`src/rtl/hht_control.sv`:
```
// hht_control: helper-thread front end that gathers v[col[i]] for CSR SpMV
// into a small FIFO which the CPU drains through loads from HHT_ADDR.
module hht_control #(
    parameter int HHT_ADDR  = 126,
    parameter int DEPTH     = 16,
    parameter int REG_COL   = 6,
    parameter int REG_VBASE = 8,
    parameter int REG_ROW   = 15,
    parameter int REG_MAT   = 9
) (
    input  logic        Clk,
    input  logic        Rst,
    input  logic [31:0] base_dat_a,
    input  logic [31:0] base_dat_b,
    output logic [31:0] addr1,
    output logic [31:0] addr2,
    input  logic [31:0] dataIn1,
    input  logic [31:0] dataIn2,
    input  logic        RD,
    input  logic [31:0] csize,
    input  logic [31:0] cpu_addr,
    output logic        hht,
    output logic [4:0]  regaddr1,
    output logic [4:0]  regaddr2,
    output logic [4:0]  rdata,
    output logic [4:0]  adata
);

    localparam int PW = $clog2(DEPTH);

    typedef enum logic [1:0] {
        CFG_A,
        CFG_B,
        RUN,
        DONE
    } state_t;

    state_t state, state_nx;

    logic [31:0] col_base;
    logic [31:0] row_base;
    logic [31:0] v_base;
    logic [31:0] mat_base;

    logic [31:0] idx;
    logic        in_flight;
    logic [31:0] addr1_q;

    logic [31:0] buf_mem [DEPTH];
    logic [PW-1:0] wptr;
    logic [PW-1:0] rptr;
    logic [4:0]  occ;
    logic [31:0] pop_data;

    logic more;
    logic credit;
    logic issue;
    logic push;
    logic pop;
    logic drained;

    // Row/matrix bases belong to a later stage; they are only captured here.
    logic unused_taps;
    assign unused_taps = ^{row_base, mat_base, pop_data};

    assign more    = idx < csize;
    assign credit  = (32'(occ) + 32'(in_flight)) < 32'(DEPTH);
    assign issue   = (state == RUN) && more && credit;
    assign push    = in_flight;
    assign pop     = RD && (cpu_addr == 32'(HHT_ADDR)) && (occ != 5'd0);
    assign drained = (idx == csize) && !in_flight &&
                     ((occ == 5'd0) || ((occ == 5'd1) && pop));

    assign pop_data = buf_mem[rptr];
    assign rdata    = occ;

    always_ff @(posedge Clk) begin
        if (Rst) begin
            state <= CFG_A;
        end else begin
            state <= state_nx;
        end
    end

    always_comb begin
        state_nx = state;
        unique case (state)
            CFG_A: state_nx = CFG_B;
            CFG_B: state_nx = (csize == 32'd0) ? DONE : RUN;
            RUN:   if (drained) state_nx = DONE;
            DONE:  state_nx = DONE;
            default: state_nx = CFG_A;
        endcase
    end

    always_comb begin
        regaddr1 = 5'(REG_VBASE);
        regaddr2 = 5'(REG_MAT);
        hht      = 1'b0;
        addr1    = addr1_q;
        unique case (state)
            CFG_A: begin
                regaddr1 = 5'(REG_COL);
                regaddr2 = 5'(REG_ROW);
            end
            RUN: begin
                hht = 1'b1;
                if (more) addr1 = col_base + idx;
            end
            default: ;
        endcase
    end

    always_ff @(posedge Clk) begin
        if (Rst) begin
            col_base <= '0;
            row_base <= '0;
            v_base   <= '0;
            mat_base <= '0;
        end else if (state == CFG_A) begin
            col_base <= base_dat_a;
            row_base <= base_dat_b;
        end else if (state == CFG_B) begin
            v_base   <= base_dat_a;
            mat_base <= base_dat_b;
        end
    end

    // addr1 keeps showing the last issued column address once i reaches csize.
    always_ff @(posedge Clk) begin
        if (Rst) begin
            idx       <= '0;
            in_flight <= 1'b0;
            addr1_q   <= '0;
            addr2     <= '0;
            adata     <= '0;
        end else begin
            addr1_q   <= addr1;
            in_flight <= issue;
            if (issue) begin
                addr2 <= v_base + dataIn1;
                adata <= dataIn1[4:0];
                idx   <= idx + 32'd1;
            end
        end
    end

    always_ff @(posedge Clk) begin
        if (Rst) begin
            wptr <= '0;
            rptr <= '0;
            occ  <= '0;
        end else begin
            if (push) wptr <= wptr + PW'(1);
            if (pop)  rptr <= rptr + PW'(1);
            unique case ({push, pop})
                2'b10:   occ <= occ + 5'd1;
                2'b01:   occ <= occ - 5'd1;
                default: occ <= occ;
            endcase
        end
    end

    always_ff @(posedge Clk) begin
        if (push) buf_mem[wptr] <= dataIn2;
    end

endmodule

```
`config.mk`:
```
export PLATFORM = sky130hd
export DESIGN_NAME = hht_control
export DESIGN_NICKNAME = d
export VERILOG_FILES = /design/src/rtl/hht_control.sv
export SDC_FILE = /design/constraint.sdc
export NUM_CORES = 1
export LEC_CHECK = 0
export CORE_ASPECT_RATIO = 0.9
export CORE_MARGIN = 2
export CORE_UTILIZATION = 26
export DETAILED_ROUTE_END_ITERATION = 8
export SKIP_LAST_GASP = 1
export SLEW_MARGIN = 40
export SYNTH_ARGS = -nofsm -noshare
export SYNTH_HDL_FRONTEND = slang
export SYNTH_SLANG_ARGS = --single-unit
```
`constraint.sdc`:
```
create_clock -name Clk -period 4.1 [get_ports Clk]
set_input_delay 0.82 -clock Clk [delete_from_list [all_inputs] [get_ports Clk]]
set_output_delay 0.82 -clock Clk [all_outputs]
set_load 0.02 [all_outputs]
```
# Word-level counts from Yosys, hierarchy flattened
# Cells that the tools add are included.
# word_totals
ramBits,0
register_bits,173
latch_bits,0
memories,0
rom_bits,0
# classes
n_lt_le_gt_ge,2
bitwise_logic,1
n_reduce_logical,15
n_addsub,6
n_mux,9
n_eq_ne,9
shift,0
multipliers,0
div,0
# op_table
op,count
32-bit adder,2
32-bit 2-to-1 mux,2
32-bit by 1-bit adder with 32-bit output (second input constant),1
32-bit equality test,1
32-bit by 7-bit equality test with 1-bit output (second input constant),1
32-bit logical NOT,1
32-bit less-than comparator,1
5-bit case mux with 2 select lines,1
2-bit case mux with 4 select lines,1
1-bit logical AND,7
5-bit by 1-bit adder with 6-bit output,1
2-bit equality test (second input constant),3
6-bit by 5-bit less-than comparator with 1-bit output (second input constant),1
5-bit by 1-bit adder with 5-bit output (second input constant),1
5-bit by 1-bit equality test with 1-bit output (second input constant),1
5-bit logical NOT,1
5-bit nonzero test,1
5-bit by 1-bit subtractor with 5-bit output (second input constant),1
2-bit by 1-bit equality test with 1-bit output (second input constant),2
4-bit 2-to-1 mux,1
3-bit 2-to-1 mux,1
2-bit logical NOT,1
1-bit 2-to-1 mux,2
2-bit 2-to-1 mux,1
other kinds (6),6

# Depth between registers and ports, before layout
# Gate-level depths: netlist of run 1.
# depth
ltp_word,8
depth_mapped,13

# Least setup slack after synthesis of run 1
# OpenSTA, ideal clock, no wires.
# synth_path
kind,in2out
start,in csize[11]
end,out addr1[21]
stages,9
t_arrival_ps,3360
setup_slack_ps,-80
path_cell_list,inv_1 > ha_1 > and3_1 > a221o_1 > a221oi_2 > inv_2 > o31ai_4 > nand2_2 > o41ai_1
# synth_between
elab_chain_cells,3
# synth_rtl
element,line_no,rtl
"start, declared",20,"input logic [31:0] csize,"
32-bit less-than comparator,66,assign more = idx < csize;
32-bit 2-to-1 mux,108,if (more) addr1 = col_base + idx;
32-bit 2-to-1 mux,101,unique case (state)
"end, declared",15,"output logic [31:0] addr1,"
# No other way between the ends.

# Worst setup path after layout of run 1
# layout_path
start,in csize[11]
end,out addr1[29]
# The elaborated chain is that of the path after synthesis.

==> results.toml, run 1 <==
[timing]
post_route_minimum_period_ns = 4.184
fmax_mhz = 239.0
setup_violations = 7
tightest_slew_ns = 0.7563
final-hold-violation-count = 0
finalCritPeriodShare_pct = 102.0
worst_setup_skew_after_layout_ns = 0.01434
hold_slack_ns = 0.4536
drv_slew = 0
maxSlewHeadroom_pct = 49.05
rsz0062_at_grt = "yes"
finalWorstSetupSlack_ns = -0.08361

[flow_run]
number_of_maximum_capacitance_constraint_violations = 0

[worst_setup_path]
worstSetupPathDepth = 12
timing.critical_path.slowest_stage_cell = "or4b_4"
worst_r2r_path_depth = 19
kind_of_cell_with_the_highest_combined_delay_on_the_critical_path = "compound AO/OA/AOI/OAI gates"
setup.worst_path.end_class = "output pin"
timing.critical_path.buf_inv = 4
slowest_delay_ns = 0.51
r2r_setup_slack_ns = 0.19
critical_path.max_fanout = 3
worst-endpoint-required_ns = 3.28
critical_path.cell_chain = "buf_8 -> inv_4 -> ha_4 -> and3_4 -> a221o_1 -> a221oi_4 -> inv_2 -> o31ai_4 -> nand2_4 -> or4b_4 -> nand4_1 -> buf_6"
worstSetupStartpointType = "input port"
worstPathArrival_ns = 3.36
crit_type = "in2out"

[power_and_ir_drop]
switching_share_pct = 30.59
max-vdd-ir-drop_mv = 0.2528
cellInternalPower_w = 0.003497
powerDensity_nw_per_um2 = 311.1
power.share.sequential_pct = 37.1
netSwitchingPower_w = 0.001541
p_clk_share_pct = 37.7
combPwrFrac_pct = 25.1
standby_leakage_power_nw = 6.725

[grt]
antenna_found_initial = 4
wire_length_of_the_first_global_routing_pass_um = 62710
groute.usage.overall_pct = 17.74
pin_count_of_the_biggest_net_entering_global_routing = 66
vias_in_the_first_global_route = 11279
global_route.overflow_total = 0

[placement]
place.port_buffers = 210
dp_hpwl_um = 31160
gpl.final_weighted_congestion = 0.9475
placement.cell_area_um2 = 14690

[outcome]
failing_checks = "negative setup slack"
outcome = "finished, violations left"

[clocking]
cts-buffers-inserted = 17
root_buffer = "clkbuf_16"
tritoncts = "built"
htree_levels = 4
cts.reportedPaths.clkPinSlew_ns = 0.07
buffer_levels_on_the_longest_clock_path = 2
clkLatencyLatePin_ns = 0.45
numClockSinks = 173
number_of_buffers_added_to_fix_hold_violations_after_cts = 0

[floorplan]
initial_utilization_pct = 26.34
core.rowCount = 72
die-area_um2 = 45120
dieWidth_um = 223.7
ios = 280
fp.dieH_um = 201.7
fp.coreArea_um2 = 42880

[synth]
combinational_family_with_the_most_area_after_synthesis = "compound AO/OA/AOI/OAI gates"
synth_warnings = 0
seq_area_frac_synth_pct = 30.67
synth_cell_types = 81
synth_seq_cells = 173
synth_simple_gate_area_share_pct = 23.72
synth_flop_cell = "dfxtp_1"
instance_count_of_the_mapped_netlist = 1452
synth-compound-area-share_pct = 24.89
post_synthesis_mux_area_share_pct = 1.141
async_reset_ff_share_pct = 0
synthesis.area_um2 = 11290
synth_enable_flop_cells = 0
synth_adder_area_share_pct = 11.32
synthesis.area_per_instance_um2 = 7.778
synth-xor-area-share_pct = 2.869

[route]
routed_wirelength_um = 41250
drc = 0
vias_after_detailed_routing = 11859
drt_iter0_markers = 840
viasPerCell = 5.116
drt.antenna.violating_nets = 0
detailedRoute.firstPassIterationCount = 5
route.detailed.wl_per_inst_um = 17.80

[layout]
most_common_cell_after_layout_fill_and_taps_aside = "nand2_1"
fillers = 4394
finalNetCount = 2045
most-common-layout-cells = "nand2_1, a21oi_1, dfxtp_1"
final_layout_size_suffix_gt1_share_pct = 19.48
post_layout_inst_area_um2 = 16190
syn2layout_area_growth_pct = 43.40

[min_path]
min_path_cells = 2
hold_crit_class = "reg2reg"
==> metrics by stage <==
stage                     instances  worst slack, ns  total power, W  TNS [ns]  util (%)
after floorplan                1455         -0.03255        0.002557  -0.06510         -
after global placement         2260           -1.120        0.003086    -36.62     34.26
after detailed placement       2260           -1.157        0.003096    -37.46     34.26
after CTS                      2309          -0.1004        0.005034   -0.1369     36.68
after global routing           2318          -0.1538        0.005272    -1.404     37.77
final                          2318         -0.08361        0.005039   -0.2888     37.77
==> synthesized netlist by cell type, drive strengths merged, types with 11 or more instances <==
library cell | number | share of area [%]
nand3 | 44 | 2.0
a21o | 52 | 3.5
and2 | 26 | 1.4
nand2 | 248 | 8.3
inv | 62 | 2.1
nand4 | 26 | 1.5
and3 | 11 | 0.61
a21oi | 181 | 8.0
o31ai | 16 | 1.2
nor3 | 21 | 1.0
xnor2 | 21 | 1.6
buf | 36 | 1.8
dfxtp | 173 | 31
ha | 99 | 11
nor4 | 25 | 1.6
o21ai | 75 | 3.3
clkbuf | 42 | 1.4
xor2 | 16 | 1.2
nand3b | 19 | 1.3
o21a | 13 | 0.86
a211oi | 16 | 1.2
nor2 | 56 | 1.9
a31oi | 16 | 0.89
or3 | 16 | 0.89
==> power groups by stage <==
stage	clock, W	sequential [W]	combinational, W
2_1_floorplan	0	0.00191	0.000651
3_3_place_gp	0	0.00190	0.00118
3_5_place_dp	0	0.00190	0.00119
4_1_cts	0.00195	0.00187	0.00121
5_1_grt	0.00201	0.00188	0.00138
6_report	0.00190	0.00187	0.00127
==> worst min-delay path, cell delays in order (launching register included) <==
cell and delay (ns):
dfxtp_1 0.31, nand2_1 0.05, a21oi_1 0.05
==> routing by layer <==
metal / global-route usage (%) / up-vias / routed length [um]
li1: - / 5856 / -
met1: 24.54 / 5589 / 19820
met2: 28.00 / 356 / 18450
met3: 3.329 / 58 / 2048
met4: 5.190 / 0 / 934
met5: 0 / - / 0
==> state kept, by name (all words and copies together) (netlist names) <==
name,cells
in_flight,1
addr2,32
adata,5
col_base,32
idx,32
rdata,5
addr1_q,32
state,2
v_base,32
==> repair_timing <==
item	4_1_cts	5_1_grt
endpoints found under the setup margin	32	33
pin swaps	49	36
setup buffers	19	8
resized for setup	259	112
gates cloned	0	0
==> cells by family after synthesis <==
logic type,count (synthesis)
and+or+nand+nor,540
AOI/OAI and AO/OA,446
DFF,173
buffers and inverters,141
adders and majority gates,101
xor gates and xnor gates,37
muxes,12
other,2
==> worst paths after layout <==
kind,from,end
setup / recovery,csize[11],addr1[29]
hold / removal,addr2[9],addr2[9]
setup reg to reg,idx[11],addr1_q[29]
hold reg to reg,addr2[9],addr2[9]
==> area by class of cell <==
cell class              count  area [um2]  share of cell area [%]
flip-flops and latches    173        3466                   21.40
multi-input cells        1141        7895                   48.75
clock inverters            13       239.0                   1.476
diodes                      2       5.005                 0.03090
clock buffers              18       429.2                   2.650
repair buffers            353        3226                   19.92
inverters                  63       240.2                   1.483
well taps                 555       694.4                   4.288
(Power assumes the default switching activity.)
==> inputs of run 2 (changes only) <==
Settings changed: HOLD_SLACK_MARGIN set to 0.08.
==> results of run 2 <==
The final DEF is identical to that of run 1; final timing and power are the same.
==> inputs of run 3 (changes only) <==
--- a/constraint.sdc
+++ b/constraint.sdc
@@ -3,2 +3,2 @@
 set_output_delay 0.82 -clock Clk [all_outputs]
-set_load 0.02 [all_outputs]
+set_load 0.1 [all_outputs]
==> run 3 against run 2 <==
  * Highest routed layer unchanged
  * Sequential share of layout area fell by 0.42 points
  * Die area unchanged
  * Via count is 0.12% lower
  * The flow still finishes with violations (negative setup slack)
  * Clock-buffer cell count grew 2
  * Total power rose by 3.2%
  * Non-clock buffer count shrank 7
  * Global-route usage rose by 0.35 points
  * Cell count decreased by 0.30%
  * Flip-flop and latch count unchanged
  * Sequential power is essentially flat
==> results.toml, run 3 (synthesis gave the netlist of run 1 again) <==
[worst_setup_path]
crit_end = "addr1[31]"
worst-endpoint-required_ns = 3.28
critical_path.reg2reg.startpoint = "idx[9]"
setup.worst_path.end_class = "output pin"
crit_type = "reg2out"
crit_start = "col_base[16]"
r2r_setup_slack_ns = -0.02
critical_path.max_fanout = 7
worstSetupStartpointType = "flop"
worstPathArrival_ns = 3.36
worst_r2r_path_depth = 22
timing.rr.end = "addr1_q[29]"

[floorplan]
dieWidth_um = 223.7
ios = 280
initial_utilization_pct = 26.34
core.rowCount = 72
fp.dieH_um = 201.7
fp.coreArea_um2 = 42880
die-area_um2 = 45120

[min_path]
hold_crit_class = "reg2reg"
min_path_cells = 2

[clocking]
clkLatencyLatePin_ns = 0.46
htree_levels = 4
buffer_levels_on_the_longest_clock_path = 2
numClockSinks = 173
root_buffer = "clkbuf_16"
tritoncts = "built"
cts.reportedPaths.clkPinSlew_ns = 0.07
number_of_buffers_added_to_fix_hold_violations_after_cts = 0
cts-buffers-inserted = 17

[power_and_ir_drop]
netSwitchingPower_w = 0.001982
power.share.sequential_pct = 36.0
switching_share_pct = 38.12
max-vdd-ir-drop_mv = 0.2102
combPwrFrac_pct = 33.4
p_clk_share_pct = 30.6
standby_leakage_power_nw = 6.855
cellInternalPower_w = 0.003217
powerDensity_nw_per_um2 = 313.7

[layout]
syn2layout_area_growth_pct = 46.76
most_common_cell_after_layout_fill_and_taps_aside = "nand2_1"
most-common-layout-cells = "nand2_1, a21oi_1, dfxtp_1"
finalNetCount = 2038
post_layout_inst_area_um2 = 16570
final_layout_size_suffix_gt1_share_pct = 25.87
post-route-util_pct = 38.65

[grt]
wire_length_of_the_first_global_routing_pass_um = 63690
global_route.overflow_total = 0
pin_count_of_the_biggest_net_entering_global_routing = 158
groute.usage.overall_pct = 18.09
antenna_found_initial = 4
vias_in_the_first_global_route = 11335

[route]
routed_wirelength_um = 41630
route.detailed.wl_per_inst_um = 18.02
drc = 0
drt.antenna.violating_nets = 0
drt_iter0_markers = 813
vias_after_detailed_routing = 11845
viasPerCell = 5.125
detailedRoute.firstPassIterationCount = 5

[timing]
setup_violations = 12
maxSlewHeadroom_pct = 48.99
drv_slew = 0
worst_setup_skew_after_layout_ns = 0.01049
post_route_minimum_period_ns = 4.185
finalWorstSetupSlack_ns = -0.08466
fmax_mhz = 239.0
final-hold-violation-count = 0
rsz0062_at_grt = "yes"
tightest_slew_ns = 0.7459
finalCritPeriodShare_pct = 102.1

[placement]
gpl.final_weighted_congestion = 0.9024
dp_hpwl_um = 31150
place.port_buffers = 210
placement.cell_area_um2 = 14850

[flow_run]
number_of_maximum_capacitance_constraint_violations = 0

[outcome]
failing_checks = "negative setup slack"
outcome = "finished, violations left"
==> run 3: repair_timing <==
item,CTS,global route
gates cloned,2,0
gates resized for setup,165,102
setup endpoints to repair,32,33
pin swaps,70,47
buffers inserted,32,18
==> run 3: stage by stage <==
| step | TNS (ns) | hold slack (ns) | setup slack [ns] | instances | power, W |
|---|---|---|---|---|---|
| detailed placement | -18.20 | 0.4436 | -0.6169 | 2232 | 0.003544 |
| global placement | -16.35 | 0.4418 | -0.5976 | 2232 | 0.003561 |
| CTS | -1.537 | 0.4532 | -0.1640 | 2297 | 0.005210 |
| global route | -2.003 | 0.4663 | -0.1921 | 2311 | 0.005437 |
| floorplan | -0.7571 | 0.4400 | -0.2558 | 1455 | 0.002988 |
| finish | -0.4056 | 0.4496 | -0.08466 | 2311 | 0.005199 |
==> run 3: worst min path at each step <==
| stage | start | to | slack (ns) |
|---|---|---|---|
| 3_3_place_gp | addr2[13] | addr2[13] | 0.44 |
| 2_1_floorplan | v_base[0] | v_base[0] | 0.44 |
| 3_5_place_dp | addr2[16] | addr2[16] | 0.44 |
| 5_1_grt | addr2[16] | addr2[16] | 0.47 |
| 4_1_cts | addr2[10] | addr2[10] | 0.45 |
| 6_report | addr2[10] | addr2[10] | 0.45 |
==> run 3: per-layer routing <==
layer  share of wire [%]  GRT usage [%]  routed length (um)  up-vias
met5                   0              0                   0        -
met3                 5.2          3.417                2153       54
met2                  46          29.11               19220      360
li1                    -              -                   -     5855
met1                  47          24.65               19420     5576
met4                 2.0          5.071                 837        0
==> run 3: area by class of cell <==
class / instances / area (um2)
clock buffers: 20 / 466.7
repair buffers: 346 / 3304
diodes: 1 / 2.502
fillers: 4322 / 26310
multi-input cells: 1141 / 8290
flip-flops and latches: 173 / 3478
well taps: 555 / 694.4
inverters: 63 / 252.7
clock inverters: 12 / 85.08
==> run 3: critical path, stage by stage, from the launching register on <==
cell and delay [ns]:
dfxtp_1 0.36, ha_2 0.47, nand4_1 0.21, nor3_2 0.31
nand2b_1 0.08, a31oi_1 0.29, buf_4 0.23, o21ai_2 0.10
a211o_1 0.30, a211o_1 0.31, nand3_4 0.08, buf_12 0.17
==> run 3: power by group through the flow <==
stage,clock [W],sequential (W),combinational (W)
after floorplan,0,0.00210,0.000892
after global placement,0,0.00190,0.00166
after detailed placement,0,0.00190,0.00164
after CTS,0.00164,0.00187,0.00171
after global routing,0.00170,0.00188,0.00186
final,0.00159,0.00187,0.00174
